[src/rtl/decode_stage_pkg.sv]
// Shared constants, encodings and helper types for the RV32I decode stage.
package decode_stage_pkg;

    localparam int unsigned WORD_SIZE = 32;
    localparam int unsigned REG_ADDR  = 5;
    localparam int unsigned NUM_REGS  = 32;

    // Major opcodes understood by the decoder; everything else is a bubble.
    typedef enum logic [6:0] {
        OP_LW    = 7'b0000011,
        OP_SW    = 7'b0100011,
        OP_RTYPE = 7'b0110011,
        OP_IALU  = 7'b0010011,
        OP_BEQ   = 7'b1100011,
        OP_JAL   = 7'b1101111
    } opcode_t;

    typedef enum logic [2:0] {
        ALU_ADD = 3'b000,
        ALU_SUB = 3'b001,
        ALU_AND = 3'b010,
        ALU_OR  = 3'b011,
        ALU_SLT = 3'b101
    } alu_ctrl_t;

    typedef enum logic [1:0] {
        RES_ALU = 2'b00,
        RES_MEM = 2'b01,
        RES_PC4 = 2'b10
    } result_src_t;

    typedef enum logic [1:0] {
        IMM_I = 2'b00,
        IMM_S = 2'b01,
        IMM_B = 2'b10,
        IMM_J = 2'b11
    } imm_src_t;

    // Control bundle carried into the execute stage.
    typedef struct packed {
        logic       reg_write;
        logic       mem_write;
        logic       jump;
        logic       branch;
        logic       alu_src;
        logic [1:0] result_src;
        logic [2:0] alu_control;
    } ctrl_t;

    // Full decode-to-execute pipeline register image.
    typedef struct packed {
        ctrl_t                 ctrl;
        logic [WORD_SIZE-1:0]  rd1;
        logic [WORD_SIZE-1:0]  rd2;
        logic [WORD_SIZE-1:0]  imm_ext;
        logic [WORD_SIZE-1:0]  pc;
        logic [WORD_SIZE-1:0]  pc_plus4;
        logic [REG_ADDR-1:0]   rs1;
        logic [REG_ADDR-1:0]   rs2;
        logic [REG_ADDR-1:0]   rd;
    } e_reg_t;

    // Assemble and sign-extend the immediate for the given format.
    function automatic logic [WORD_SIZE-1:0] imm_extend(
        input logic [WORD_SIZE-1:0] instr,
        input imm_src_t             src
    );
        logic [WORD_SIZE-1:0] imm;
        imm = '0;
        case (src)
            IMM_I: imm = {{20{instr[31]}}, instr[31:20]};
            IMM_S: imm = {{20{instr[31]}}, instr[31:25], instr[11:7]};
            IMM_B: imm = {{20{instr[31]}}, instr[7], instr[30:25], instr[11:8], 1'b0};
            IMM_J: imm = {{12{instr[31]}}, instr[19:12], instr[20], instr[30:21], 1'b0};
            default: imm = '0;
        endcase
        return imm;
    endfunction

endpackage

[src/rtl/decode_stage_if.sv]
// Bus between fetch/hazard/writeback logic and the decode stage.
interface decode_stage_if;
    import decode_stage_pkg::*;

    // Fetch side
    logic [WORD_SIZE-1:0] InstrD;
    logic [WORD_SIZE-1:0] PCD;
    logic [WORD_SIZE-1:0] PCPlus4D;
    // Hazard unit
    logic                 FlushE;
    logic [REG_ADDR-1:0]  Rs1D;
    logic [REG_ADDR-1:0]  Rs2D;
    // Writeback port
    logic                 RegWriteW;
    logic [REG_ADDR-1:0]  RdW;
    logic [WORD_SIZE-1:0] ResultW;
    // Execute-stage register outputs
    logic                 RegWriteE;
    logic                 MemWriteE;
    logic                 JumpE;
    logic                 BranchE;
    logic                 ALUSrcE;
    logic [1:0]           ResultSrcE;
    logic [2:0]           ALUControlE;
    logic [WORD_SIZE-1:0] RD1E;
    logic [WORD_SIZE-1:0] RD2E;
    logic [WORD_SIZE-1:0] ImmExtE;
    logic [WORD_SIZE-1:0] PCE;
    logic [WORD_SIZE-1:0] PCPlus4E;
    logic [REG_ADDR-1:0]  Rs1E;
    logic [REG_ADDR-1:0]  Rs2E;
    logic [REG_ADDR-1:0]  RdE;

    modport master (
        output InstrD, PCD, PCPlus4D, FlushE, RegWriteW, RdW, ResultW,
        input  Rs1D, Rs2D,
        input  RegWriteE, MemWriteE, JumpE, BranchE, ALUSrcE, ResultSrcE, ALUControlE,
        input  RD1E, RD2E, ImmExtE, PCE, PCPlus4E, Rs1E, Rs2E, RdE
    );

    modport slave (
        input  InstrD, PCD, PCPlus4D, FlushE, RegWriteW, RdW, ResultW,
        output Rs1D, Rs2D,
        output RegWriteE, MemWriteE, JumpE, BranchE, ALUSrcE, ResultSrcE, ALUControlE,
        output RD1E, RD2E, ImmExtE, PCE, PCPlus4E, Rs1E, Rs2E, RdE
    );

endinterface

[src/rtl/decode_stage_register_file.sv]
// 32x32 register file: x0 hard-wired to zero, two async reads with
// write-through bypass, one synchronous write, synchronous active-low clear.
module register_file
    import decode_stage_pkg::*;
(
    input  logic                 i_clk,
    input  logic                 i_rst_n,
    input  logic                 i_we,
    input  logic [REG_ADDR-1:0]  i_wa,
    input  logic [WORD_SIZE-1:0] i_wd,
    input  logic [REG_ADDR-1:0]  i_ra1,
    input  logic [REG_ADDR-1:0]  i_ra2,
    output logic [WORD_SIZE-1:0] o_rd1,
    output logic [WORD_SIZE-1:0] o_rd2
);

    logic [WORD_SIZE-1:0] r_mem [NUM_REGS];
    logic                 w_wr_valid;

    assign w_wr_valid = i_we && (i_wa != '0);

    // Storage update: clear everything on reset, otherwise commit the write.
    always_ff @(posedge i_clk) begin
        if (!i_rst_n) begin
            for (int unsigned i = 0; i < NUM_REGS; i++) begin
                r_mem[i] <= '0;
            end
        end else if (w_wr_valid) begin
            r_mem[i_wa] <= i_wd;
        end
    end

    // Read ports: x0 is zero, a same-cycle write to the index is forwarded.
    always_comb begin
        o_rd1 = '0;
        o_rd2 = '0;
        if (i_ra1 == '0) begin
            o_rd1 = '0;
        end else if (w_wr_valid && (i_wa == i_ra1)) begin
            o_rd1 = i_wd;
        end else begin
            o_rd1 = r_mem[i_ra1];
        end
        if (i_ra2 == '0) begin
            o_rd2 = '0;
        end else if (w_wr_valid && (i_wa == i_ra2)) begin
            o_rd2 = i_wd;
        end else begin
            o_rd2 = r_mem[i_ra2];
        end
    end

endmodule

[src/rtl/decode_stage.sv]
// RV32I decode stage: control decode, immediate extension, register file
// and the decode-to-execute pipeline register.
module decode_stage
    import decode_stage_pkg::*;
(
    input  logic           clk,
    input  logic           rst,
    decode_stage_if.slave  if_d
);

    logic [6:0]           w_opcode;
    logic [2:0]           w_funct3;
    logic                 w_funct7_5;
    logic [REG_ADDR-1:0]  w_rs1;
    logic [REG_ADDR-1:0]  w_rs2;
    logic [REG_ADDR-1:0]  w_rd;
    logic [2:0]           w_alu_funct;
    ctrl_t                w_ctrl;
    imm_src_t             w_imm_src;
    logic                 w_imm_valid;
    logic [WORD_SIZE-1:0] w_imm;
    logic [WORD_SIZE-1:0] w_rd1;
    logic [WORD_SIZE-1:0] w_rd2;
    e_reg_t               r_e;

    assign w_opcode   = if_d.InstrD[6:0];
    assign w_rd       = if_d.InstrD[11:7];
    assign w_funct3   = if_d.InstrD[14:12];
    assign w_rs1      = if_d.InstrD[19:15];
    assign w_rs2      = if_d.InstrD[24:20];
    assign w_funct7_5 = if_d.InstrD[30];

    assign if_d.Rs1D  = w_rs1;
    assign if_d.Rs2D  = w_rs2;

    register_file u_register_file (
        .i_clk   (clk),
        .i_rst_n (rst),
        .i_we    (if_d.RegWriteW),
        .i_wa    (if_d.RdW),
        .i_wd    (if_d.ResultW),
        .i_ra1   (w_rs1),
        .i_ra2   (w_rs2),
        .o_rd1   (w_rd1),
        .o_rd2   (w_rd2)
    );

    // ALU operation from funct3/funct7; subtract only exists for R-type.
    always_comb begin
        w_alu_funct = ALU_ADD;
        case (w_funct3)
            3'b000:  w_alu_funct = ((w_opcode == OP_RTYPE) && w_funct7_5) ? ALU_SUB : ALU_ADD;
            3'b010:  w_alu_funct = ALU_SLT;
            3'b110:  w_alu_funct = ALU_OR;
            3'b111:  w_alu_funct = ALU_AND;
            default: w_alu_funct = ALU_ADD;
        endcase
    end

    // Main control decode; unknown opcodes leave everything zero (bubble).
    always_comb begin
        w_ctrl      = '0;
        w_imm_src   = IMM_I;
        w_imm_valid = 1'b0;
        case (w_opcode)
            OP_LW: begin
                w_ctrl.reg_write   = 1'b1;
                w_ctrl.alu_src     = 1'b1;
                w_ctrl.result_src  = RES_MEM;
                w_ctrl.alu_control = ALU_ADD;
                w_imm_src          = IMM_I;
                w_imm_valid        = 1'b1;
            end
            OP_SW: begin
                w_ctrl.mem_write   = 1'b1;
                w_ctrl.alu_src     = 1'b1;
                w_ctrl.alu_control = ALU_ADD;
                w_imm_src          = IMM_S;
                w_imm_valid        = 1'b1;
            end
            OP_RTYPE: begin
                w_ctrl.reg_write   = 1'b1;
                w_ctrl.alu_control = w_alu_funct;
            end
            OP_IALU: begin
                w_ctrl.reg_write   = 1'b1;
                w_ctrl.alu_src     = 1'b1;
                w_ctrl.alu_control = w_alu_funct;
                w_imm_src          = IMM_I;
                w_imm_valid        = 1'b1;
            end
            OP_BEQ: begin
                w_ctrl.branch      = 1'b1;
                w_ctrl.alu_control = ALU_SUB;
                w_imm_src          = IMM_B;
                w_imm_valid        = 1'b1;
            end
            OP_JAL: begin
                w_ctrl.reg_write   = 1'b1;
                w_ctrl.jump        = 1'b1;
                w_ctrl.result_src  = RES_PC4;
                w_ctrl.alu_control = ALU_ADD;
                w_imm_src          = IMM_J;
                w_imm_valid        = 1'b1;
            end
            default: ;
        endcase
    end

    assign w_imm = w_imm_valid ? imm_extend(if_d.InstrD, w_imm_src) : '0;

    // Execute-stage register: reset and flush both produce a bubble.
    always_ff @(posedge clk) begin
        if (!rst) begin
            r_e <= '0;
        end else if (if_d.FlushE) begin
            r_e <= '0;
        end else begin
            r_e.ctrl     <= w_ctrl;
            r_e.rd1      <= w_rd1;
            r_e.rd2      <= w_rd2;
            r_e.imm_ext  <= w_imm;
            r_e.pc       <= if_d.PCD;
            r_e.pc_plus4 <= if_d.PCPlus4D;
            r_e.rs1      <= w_rs1;
            r_e.rs2      <= w_rs2;
            r_e.rd       <= w_rd;
        end
    end

    assign if_d.RegWriteE   = r_e.ctrl.reg_write;
    assign if_d.MemWriteE   = r_e.ctrl.mem_write;
    assign if_d.JumpE       = r_e.ctrl.jump;
    assign if_d.BranchE     = r_e.ctrl.branch;
    assign if_d.ALUSrcE     = r_e.ctrl.alu_src;
    assign if_d.ResultSrcE  = r_e.ctrl.result_src;
    assign if_d.ALUControlE = r_e.ctrl.alu_control;
    assign if_d.RD1E        = r_e.rd1;
    assign if_d.RD2E        = r_e.rd2;
    assign if_d.ImmExtE     = r_e.imm_ext;
    assign if_d.PCE         = r_e.pc;
    assign if_d.PCPlus4E    = r_e.pc_plus4;
    assign if_d.Rs1E        = r_e.rs1;
    assign if_d.Rs2E        = r_e.rs2;
    assign if_d.RdE         = r_e.rd;

endmodule
[src/flat_wrapper.sv]
// flat-port wrapper written by rule: the top's interface ports become plain ports
module decode_stage_flat import decode_stage_pkg::*;
  (clk, rst, if_d_InstrD, if_d_PCD, if_d_PCPlus4D, if_d_FlushE, if_d_RegWriteW, if_d_RdW, if_d_ResultW, if_d_Rs1D, if_d_Rs2D, if_d_RegWriteE, if_d_MemWriteE, if_d_JumpE, if_d_BranchE, if_d_ALUSrcE, if_d_ResultSrcE, if_d_ALUControlE, if_d_RD1E, if_d_RD2E, if_d_ImmExtE, if_d_PCE, if_d_PCPlus4E, if_d_Rs1E, if_d_Rs2E, if_d_RdE);
  decode_stage_if if_d_i ();
  input  logic clk;
  input  logic rst;
  input wire logic [$bits(if_d_i.InstrD)-1:0] if_d_InstrD;
  input wire logic [$bits(if_d_i.PCD)-1:0] if_d_PCD;
  input wire logic [$bits(if_d_i.PCPlus4D)-1:0] if_d_PCPlus4D;
  input wire logic [$bits(if_d_i.FlushE)-1:0] if_d_FlushE;
  input wire logic [$bits(if_d_i.RegWriteW)-1:0] if_d_RegWriteW;
  input wire logic [$bits(if_d_i.RdW)-1:0] if_d_RdW;
  input wire logic [$bits(if_d_i.ResultW)-1:0] if_d_ResultW;
  output wire logic [$bits(if_d_i.Rs1D)-1:0] if_d_Rs1D;
  output wire logic [$bits(if_d_i.Rs2D)-1:0] if_d_Rs2D;
  output wire logic [$bits(if_d_i.RegWriteE)-1:0] if_d_RegWriteE;
  output wire logic [$bits(if_d_i.MemWriteE)-1:0] if_d_MemWriteE;
  output wire logic [$bits(if_d_i.JumpE)-1:0] if_d_JumpE;
  output wire logic [$bits(if_d_i.BranchE)-1:0] if_d_BranchE;
  output wire logic [$bits(if_d_i.ALUSrcE)-1:0] if_d_ALUSrcE;
  output wire logic [$bits(if_d_i.ResultSrcE)-1:0] if_d_ResultSrcE;
  output wire logic [$bits(if_d_i.ALUControlE)-1:0] if_d_ALUControlE;
  output wire logic [$bits(if_d_i.RD1E)-1:0] if_d_RD1E;
  output wire logic [$bits(if_d_i.RD2E)-1:0] if_d_RD2E;
  output wire logic [$bits(if_d_i.ImmExtE)-1:0] if_d_ImmExtE;
  output wire logic [$bits(if_d_i.PCE)-1:0] if_d_PCE;
  output wire logic [$bits(if_d_i.PCPlus4E)-1:0] if_d_PCPlus4E;
  output wire logic [$bits(if_d_i.Rs1E)-1:0] if_d_Rs1E;
  output wire logic [$bits(if_d_i.Rs2E)-1:0] if_d_Rs2E;
  output wire logic [$bits(if_d_i.RdE)-1:0] if_d_RdE;
  assign if_d_i.InstrD = if_d_InstrD;
  assign if_d_i.PCD = if_d_PCD;
  assign if_d_i.PCPlus4D = if_d_PCPlus4D;
  assign if_d_i.FlushE = if_d_FlushE;
  assign if_d_i.RegWriteW = if_d_RegWriteW;
  assign if_d_i.RdW = if_d_RdW;
  assign if_d_i.ResultW = if_d_ResultW;
  assign if_d_Rs1D = if_d_i.Rs1D;
  assign if_d_Rs2D = if_d_i.Rs2D;
  assign if_d_RegWriteE = if_d_i.RegWriteE;
  assign if_d_MemWriteE = if_d_i.MemWriteE;
  assign if_d_JumpE = if_d_i.JumpE;
  assign if_d_BranchE = if_d_i.BranchE;
  assign if_d_ALUSrcE = if_d_i.ALUSrcE;
  assign if_d_ResultSrcE = if_d_i.ResultSrcE;
  assign if_d_ALUControlE = if_d_i.ALUControlE;
  assign if_d_RD1E = if_d_i.RD1E;
  assign if_d_RD2E = if_d_i.RD2E;
  assign if_d_ImmExtE = if_d_i.ImmExtE;
  assign if_d_PCE = if_d_i.PCE;
  assign if_d_PCPlus4E = if_d_i.PCPlus4E;
  assign if_d_Rs1E = if_d_i.Rs1E;
  assign if_d_Rs2E = if_d_i.Rs2E;
  assign if_d_RdE = if_d_i.RdE;
  decode_stage u_core (.clk(clk), .rst(rst), .if_d(if_d_i));
endmodule
[config.mk]
export PLATFORM = sky130hd
export DESIGN_NAME = decode_stage_flat
export DESIGN_NICKNAME = d
export VERILOG_FILES = /design/src/rtl/decode_stage_pkg.sv /design/src/rtl/decode_stage_if.sv /design/src/rtl/decode_stage_register_file.sv /design/src/rtl/decode_stage.sv /design/src/flat_wrapper.sv
export SDC_FILE = /design/constraint.sdc
export NUM_CORES = 2
export LEC_CHECK = 0
export CAP_MARGIN = 0
export CELL_PAD_IN_SITES_DETAIL_PLACEMENT = 0
export CELL_PAD_IN_SITES_GLOBAL_PLACEMENT = 2
export CORE_ASPECT_RATIO = 1.2
export CORE_MARGIN = 5
export CORE_UTILIZATION = 49
export CTS_BUF_LIST = sky130_fd_sc_hd__clkbuf_2
export CTS_CLUSTER_DIAMETER = 200
export DETAILED_ROUTE_END_ITERATION = 10
export PLACE_DENSITY_LB_ADDON = 0.2
export SYNTH_ARGS = -nofsm -noshare
export SYNTH_HDL_FRONTEND = slang
export SYNTH_SLANG_ARGS = --single-unit
[constraint.sdc]
create_clock -name clk -period 15.3 [get_ports clk]
set_input_delay 4.59 -clock clk [delete_from_list [all_inputs] [get_ports clk]]
set_output_delay 4.59 -clock clk [all_outputs]
set_load 0.02 [all_outputs]
### After elaboration in Yosys (flattened, before gate mapping)

Memory sizes are Yosys's and may differ from the RTL's. A register that Yosys moved wholly into a read port is not among the register bits.
Index checks and enable logic that the tools add are counted.

* equality and inequality tests: 12
* multiplexer cells: 19
* bitwise gates (word level): 2
* reductions and logical operators: 16

Operator list (number)
* 32-bit one-hot mux with 4 select lines: 1
* 32-bit 2-to-1 mux: 1
* 32-bit OR reduction: 1
* 7-bit by 6-bit equality test with 1-bit output, second input constant: 2
* 7-bit equality test, second input constant: 2
* 1-bit 2-to-1 mux: 12
* 3-bit one-hot mux with 4 select lines: 1
* 3-bit OR reduction: 4
* 5-bit logical NOT: 2
* 7-bit by 2-bit equality test with 1-bit output, second input constant: 1
* 7-bit by 5-bit equality test with 1-bit output, second input constant: 1
* 3-bit equality test, second input constant: 2
* 2-bit one-hot mux with 3 select lines: 1
* 3-bit one-hot mux with 2 select lines: 1
* 5-bit 2-to-1 mux: 1
* 5-bit nonzero test: 1
* 5-bit OR reduction: 1
* 2-bit equality test, second input constant: 2
* 2-bit one-hot mux with 2 select lines: 1
* 2-bit OR reduction: 2
* 4-bit OR reduction: 1
* 3-bit by 2-bit equality test with 1-bit output, second input constant: 1
* 3-bit logical NOT: 1
* 2-bit by 1-bit equality test with 1-bit output, second input constant: 1
* 3 further kinds: 5

* flip-flop bits (word level): 121
* RAM bits: 1024
* input bits: 137
* output and inout port bits: 195
* logic and storage cells: 63
* memories kept: 1

Memories
* u_core.u_register_file.r_mem: words 32, width 32, rd ports 2, clocked after Yosys merged registers in 2, wr ports 32, RTL line decode_stage_register_file.sv:17 `logic [WORD_SIZE-1:0] r_mem [NUM_REGS];`

### Longest topological paths before layout

* depth after elaboration: 7
* depth in mapped cells: 9
* gate-level depth less buffers: 5

### By module

From an unflattened synthesis, not the netlist that was laid out.

* cells, all modules: 4375
* area total of the unflattened synthesis: 60939.7 um2

By module, submodules not included
* register_file: times used 1, cells each 3928, area an instance 55647.1 um2, sequential area each 30749.5 um2
* decode_stage: times used 1, cells each 447, area an instance 5292.6 um2, sequential area each 3463.3 um2

### Worst setup path before layout

Ideal clock, no wire load.

* path type: input-to-output
* start: in if_d_InstrD[15]
* end: out if_d_Rs1D[0]
* data arrival time: 4.724 ns
* data required time: 10.710 ns
* slack: 5.986 ns
* cell stages on the path: 1
* path buffers: 1
* path through: buf_4

RTL lines
* from (decl): RTL line flat_wrapper.sv:7 `input wire logic [$bits(if_d_i.InstrD)-1:0] if_d_InstrD;`
* to (decl): RTL line flat_wrapper.sv:14 `output wire logic [$bits(if_d_i.Rs1D)-1:0] if_d_Rs1D;`

No word-level cell between the ends.

### Final worst setup path

* start: in if_d_InstrD[21]
* end: out if_d_Rs2D[1]

RTL lines
* to (decl): RTL line flat_wrapper.sv:15 `output wire logic [$bits(if_d_i.Rs2D)-1:0] if_d_Rs2D;`

No word-level cell between the ends.

==> results summary <==
The flow ran to the end, and the final reports show no timing, DRC or antenna violations. The global-route wire length before repair is 277300 µm. The internal power of the cells totals 4.889 mW. The critical path is of the primary input to output port type. At the worst endpoint, the required time is 10710 ps. After synthesis, the cell types taking the most area are sky130_fd_sc_hd__edfxtp_1 52%, sky130_fd_sc_hd__mux4_2 18%, sky130_fd_sc_hd__and2_1 11%.

The element type at the critical path start is a primary input. In the routed layout, each cell is associated on average with a via count of 6.278. The insertion delay to the later sink of the worst-skew pair came out at 1590 ps.

Yosys mapped a number of flops with a built-in enable equal to 1024. The worst register-to-register path begins at u_core.u_register_file.r_mem[11][20]. Across every metal layer, demand over resource in global routing totals 30.42%. The slowest stage of the critical path belongs to the cell sky130_fd_sc_hd__clkdlybuf4s50_1. The first routing iteration left 4236 violations. The total placed cells including tap cells is 5549. The tool flagged a number of max-cap violations equal to 0. The top fanout value on the critical path came out at 89. Once the clock tree was built, the resizer swapped 0 gates to a different size. The remaining global-route overflow is 0. The hold violation count in the final report is 0.

The design area came out at 66870 µm². The number of hold buffers added after CTS was 0. TritonCTS built the clock tree. Excluding fillers, the count of instances in the completed layout stands at 6082.

The relative slew slack is 10.20%. The category of cells accounting for the largest share of critical-path delay is buffers and inverters. From synthesis to final layout, the design area changed by 13.10%.

The die covers 127700 µm². The final weighted congestion in routability-driven placement came out at 0.8064. The core footprint is 119800 µm². The count of pins on the block boundary is 332. The remaining number of nets flagged by the antenna check after routing came out at 0. The tightest min-delay check is of the flip-flop to flip-flop type. The worst-margin pin slew came out at 1343 ps. The number of warnings reported in the yosys synthesis log came out at 0. The combined area of all synthesized cells is 59120 µm². STA classifies the critical path endpoint as an output port. The worst-case reg-to-reg path depth came out at 4.

The combinational share of power came out at 12.5%. The synthesized instance count came out at 3956. The switching power summed over all nets is 1.882 mW. The cell area reported after detailed placement came out at 64260 µm².

The achievable clock frequency came out at 0.09528 GHz. The arrival time of the worst setup path came out at 5910 ps. In this run the core area contains 139 standard-cell rows. The setup slack after layout is 4804 ps. The detailed-placement wirelength estimate is 110300 µm. In this run the vertical extent of the chip is 390.5 µm. The fill cell total of the finished layout came out at 9709. The highest cell delay on the worst timing path came out at 760 ps. The share of synthesized area occupied by flip-flops and latches is 57.87%. The most used flip-flop cell after synthesis is sky130_fd_sc_hd__edfxtp_1. Detailed routing inserted a total of 38180 vias. Summed over all layers, the routed wires come to 195900 µm.

The count of buffers from port buffering is 331. Together, buffers and inverters on the worst path number 2. The H-tree level count came out at 5. The critical register-to-register path endpoint is u_core.if_d.RD2E[20]. The initial antenna violation count is 7.

The TritonCTS sink count came out at 1197. The number of design rule violations left after detail routing came out at 0. The buffers inserted during post-CTS setup optimization came out at 0. Entering global routing, the biggest net connects 128 pins.

The total power per unit cell area came out at 101.3 nW/µm². The sum of negative setup slack came out at 0 ps. The number of global-route vias before repair is 39580.

The number of nets in the layout came out at 4457. The leakage component of the power came out at 23.91 nW. The share of synthesized registers carrying an async set or reset came out at 0%. For hold timing, the worst endpoint is u_core.if_d.RD1E[31].

Sequential cells account for 56.0% of the total power. The first-pass detailed-route iteration total came out at 8. Along the worst hold path, the cell count comes to 4. The critical path goes through buf_8 -> clkdlybuf4s50_1.

The net switching share of the total power is 27.80%. The die span in x came out at 327.1 µm. The total setup violations reported at the end of the flow is 0. The final critical-path share of the clock period came out at 68.60%. The worst-case vdd ir drop is 0.00005772 V. The final critical delay including setup and external delays came out at 10500 ps. The cell taking the most area after synthesis is sky130_fd_sc_hd__edfxtp_1. The minimum setup slack among reg-to-reg paths came out at 13150 ps.

In the final routed layout, each cell accounts on average for 32.21 µm. The startpoint of the most critical hold path is u_core.u_register_file.r_mem[6][31]. The initial core utilization came out at 49.34%. Setup repair after global routing left no endpoint under its margin. The proportion of netlist area held by the largest area contributor came out at 52.01%. The post-synthesis register bit count came out at 1197. The layout cell share with drive strength beyond 1 came out at 25.73%.

The number of distinct standard cells referenced by the synthesized netlist is 43. The mean area per synthesized cell came out at 14.95 µm². In this run the deepest clock path goes through 4 buffers. The final-report max-slew violation count is 0. The worst clock skew on the final layout is 105.2 ps. The number of buffers created by CTS is 320. The portion of total power attributed to the clock network came out at 31.5%. OpenSTA, run right after detailed placement, puts the worst setup slack at 4727 ps. The root buffer cell chosen for the clock tree is sky130_fd_sc_hd__clkbuf_2. The register clock-pin slew on the reported worst setup and hold paths came out at 100 ps.
-- logic make-up (layout without fill, tap and decap cells) --
group	Yosys count	in the layout	share of synthesized area, %
AND/OR/NAND/NOR	1211	1211	12.53
flip-flops	1197	1197	57.87
multiplexers	608	608	20.45
AO/OA/AOI/OAI	480	480	5.786
other	1	36	0.006343
XOR/XNOR	10	10	0.1481
buffers and inverters	449	989	3.215
-- metrics by stage --
| step | total power, mW | hold WS [ps] | util (%) |
|---|---|---|---|
| after detailed placement | 4.707 | 863.1 | 53.63 |
| final | 6.771 | 878.3 | 55.80 |
| after global routing | 7.058 | 878.9 | 55.80 |
| after global placement | 4.690 | 857.8 | 53.61 |
| after CTS | 6.821 | 862.2 | 55.79 |
| after floorplan | 4.363 | 811.8 | - |
-- cells in the final DEF (no fill, tap or decap), types with 3 or more instances in the layout --
master,instances
sky130_fd_sc_hd__and2_1,1068
sky130_fd_sc_hd__edfxtp_1,1024
sky130_fd_sc_hd__mux4_2,480
sky130_fd_sc_hd__clkbuf_2,459
sky130_fd_sc_hd__clkdlybuf4s50_1,322
sky130_fd_sc_hd__dfxtp_1,173
sky130_fd_sc_hd__a22oi_1,161
sky130_fd_sc_hd__mux2i_1,128
sky130_fd_sc_hd__buf_4,117
sky130_fd_sc_hd__a21oi_1,112
sky130_fd_sc_hd__a211o_1,64
sky130_fd_sc_hd__a221oi_1,64
sky130_fd_sc_hd__clkinv_1,57
sky130_fd_sc_hd__nor2_4,36
sky130_fd_sc_hd__nor2b_1,33
sky130_fd_sc_hd__o21bai_1,32
sky130_fd_sc_hd__conb_1,32
sky130_fd_sc_hd__o21ai_4,31
sky130_fd_sc_hd__nand2_1,18
sky130_fd_sc_hd__nor2_1,17
sky130_fd_sc_hd__xnor2_1,10
sky130_fd_sc_hd__inv_1,10
sky130_fd_sc_hd__inv_2,7
sky130_fd_sc_hd__nor3_1,7
sky130_fd_sc_hd__clkinv_2,7
sky130_fd_sc_hd__nand3_1,5
sky130_fd_sc_hd__o21ai_0,5
sky130_fd_sc_hd__diode_2,4
sky130_fd_sc_hd__nand3b_1,4
sky130_fd_sc_hd__nor2b_4,4
sky130_fd_sc_hd__o31ai_4,4
sky130_fd_sc_hd__buf_8,4
sky130_fd_sc_hd__nand2b_1,3
sky130_fd_sc_hd__buf_2,3
-- how the worst max path moves through the flow --
| stage | start | end | slack, ps | depth (start not counted) |
|---|---|---|---|---|
| 2_1_floorplan | if_d_InstrD[15] | if_d_Rs1D[0] | 5990 | 1 |
| 3_3_place_gp | if_d_InstrD[21] | if_d_Rs2D[1] | 4710 | 2 |
| 3_5_place_dp | if_d_InstrD[21] | if_d_Rs2D[1] | 4730 | 2 |
| 4_1_cts | if_d_InstrD[21] | if_d_Rs2D[1] | 4720 | 2 |
| 5_1_grt | if_d_InstrD[21] | if_d_Rs2D[1] | 4700 | 2 |
| 6_report | if_d_InstrD[21] | if_d_Rs2D[1] | 4800 | 2 |
-- cell usage after synthesis, types with 3 or more instances --
master,instances
sky130_fd_sc_hd__xnor2_1,10
sky130_fd_sc_hd__a22oi_1,161
sky130_fd_sc_hd__nand2_1,18
sky130_fd_sc_hd__a21oi_1,112
sky130_fd_sc_hd__nand3b_1,4
sky130_fd_sc_hd__nor2_1,53
sky130_fd_sc_hd__nor4_1,4
sky130_fd_sc_hd__clkbuf_1,319
sky130_fd_sc_hd__and2_1,1070
sky130_fd_sc_hd__nand2b_1,3
sky130_fd_sc_hd__nand3_1,5
sky130_fd_sc_hd__a211o_1,64
sky130_fd_sc_hd__mux4_2,480
sky130_fd_sc_hd__buf_4,22
sky130_fd_sc_hd__edfxtp_1,1024
sky130_fd_sc_hd__inv_1,11
sky130_fd_sc_hd__buf_6,7
sky130_fd_sc_hd__buf_2,64
sky130_fd_sc_hd__o21ai_0,37
sky130_fd_sc_hd__mux2i_1,128
sky130_fd_sc_hd__a221oi_1,64
sky130_fd_sc_hd__nor2b_1,37
sky130_fd_sc_hd__buf_1,25
sky130_fd_sc_hd__dfxtp_1,173
sky130_fd_sc_hd__o21bai_1,32
sky130_fd_sc_hd__nor3_1,7
-- area by class of cell --
cell class	count	area, µm²	share of cell area [%]
Clock inverter	70	297.8	0.4453
Tap cell	1551	1941	2.902
Antenna cell	4	10.01	0.01497
Clock buffer	459	2297	3.435
Timing Repair Buffer	448	4217	6.306
Sequential cell	1197	34210	51.16
Inverter	12	45.04	0.06736
Multi-Input combinational cell	2341	23850	35.66
-- metal layers --
metal  track usage (%)  vias to the layer above  share of wire [%]
met2             50.05                     2328                 48
li1                  -                    15950                  -
met4             10.69                        0                3.3
met3             8.600                      430                 11
met1             39.15                    19470                 37
met5                 0                        -                  0
-- registers in the layout, summed over array words and instances (netlist names) --
| register | cells |
|---|---|
| u_core.if_d.ALUSrcE | 1 |
| u_core.if_d.RdE | 5 |
| u_core.if_d.ImmExtE | 21 |
| u_core.if_d.ALUControlE | 3 |
| u_core.if_d.ResultSrcE | 1 |
| u_core.if_d.MemWriteE | 1 |
| u_core.u_register_file.r_mem | 1024 |
| u_core.if_d.Rs2E | 5 |
| u_core.if_d.PCPlus4E | 32 |
| u_core.if_d.JumpE | 1 |
| u_core.if_d.RD1E | 32 |
| u_core.if_d.RD2E | 32 |
| u_core.if_d.BranchE | 1 |
| u_core.if_d.Rs1E | 5 |
| u_core.if_d.PCE | 32 |
| u_core.if_d.RegWriteE | 1 |
-- power by group through the flow --
stage | logic, mW | clock network [mW] | registers, mW
floorplan | 0.498 | 0 | 3.87
global placement | 0.840 | 0 | 3.85
detailed placement | 0.844 | 0 | 3.86
CTS | 0.846 | 2.19 | 3.79
global route | 0.886 | 2.36 | 3.81
finish | 0.848 | 2.13 | 3.79
No activity file was read; power rests on OpenSTA's default activity.
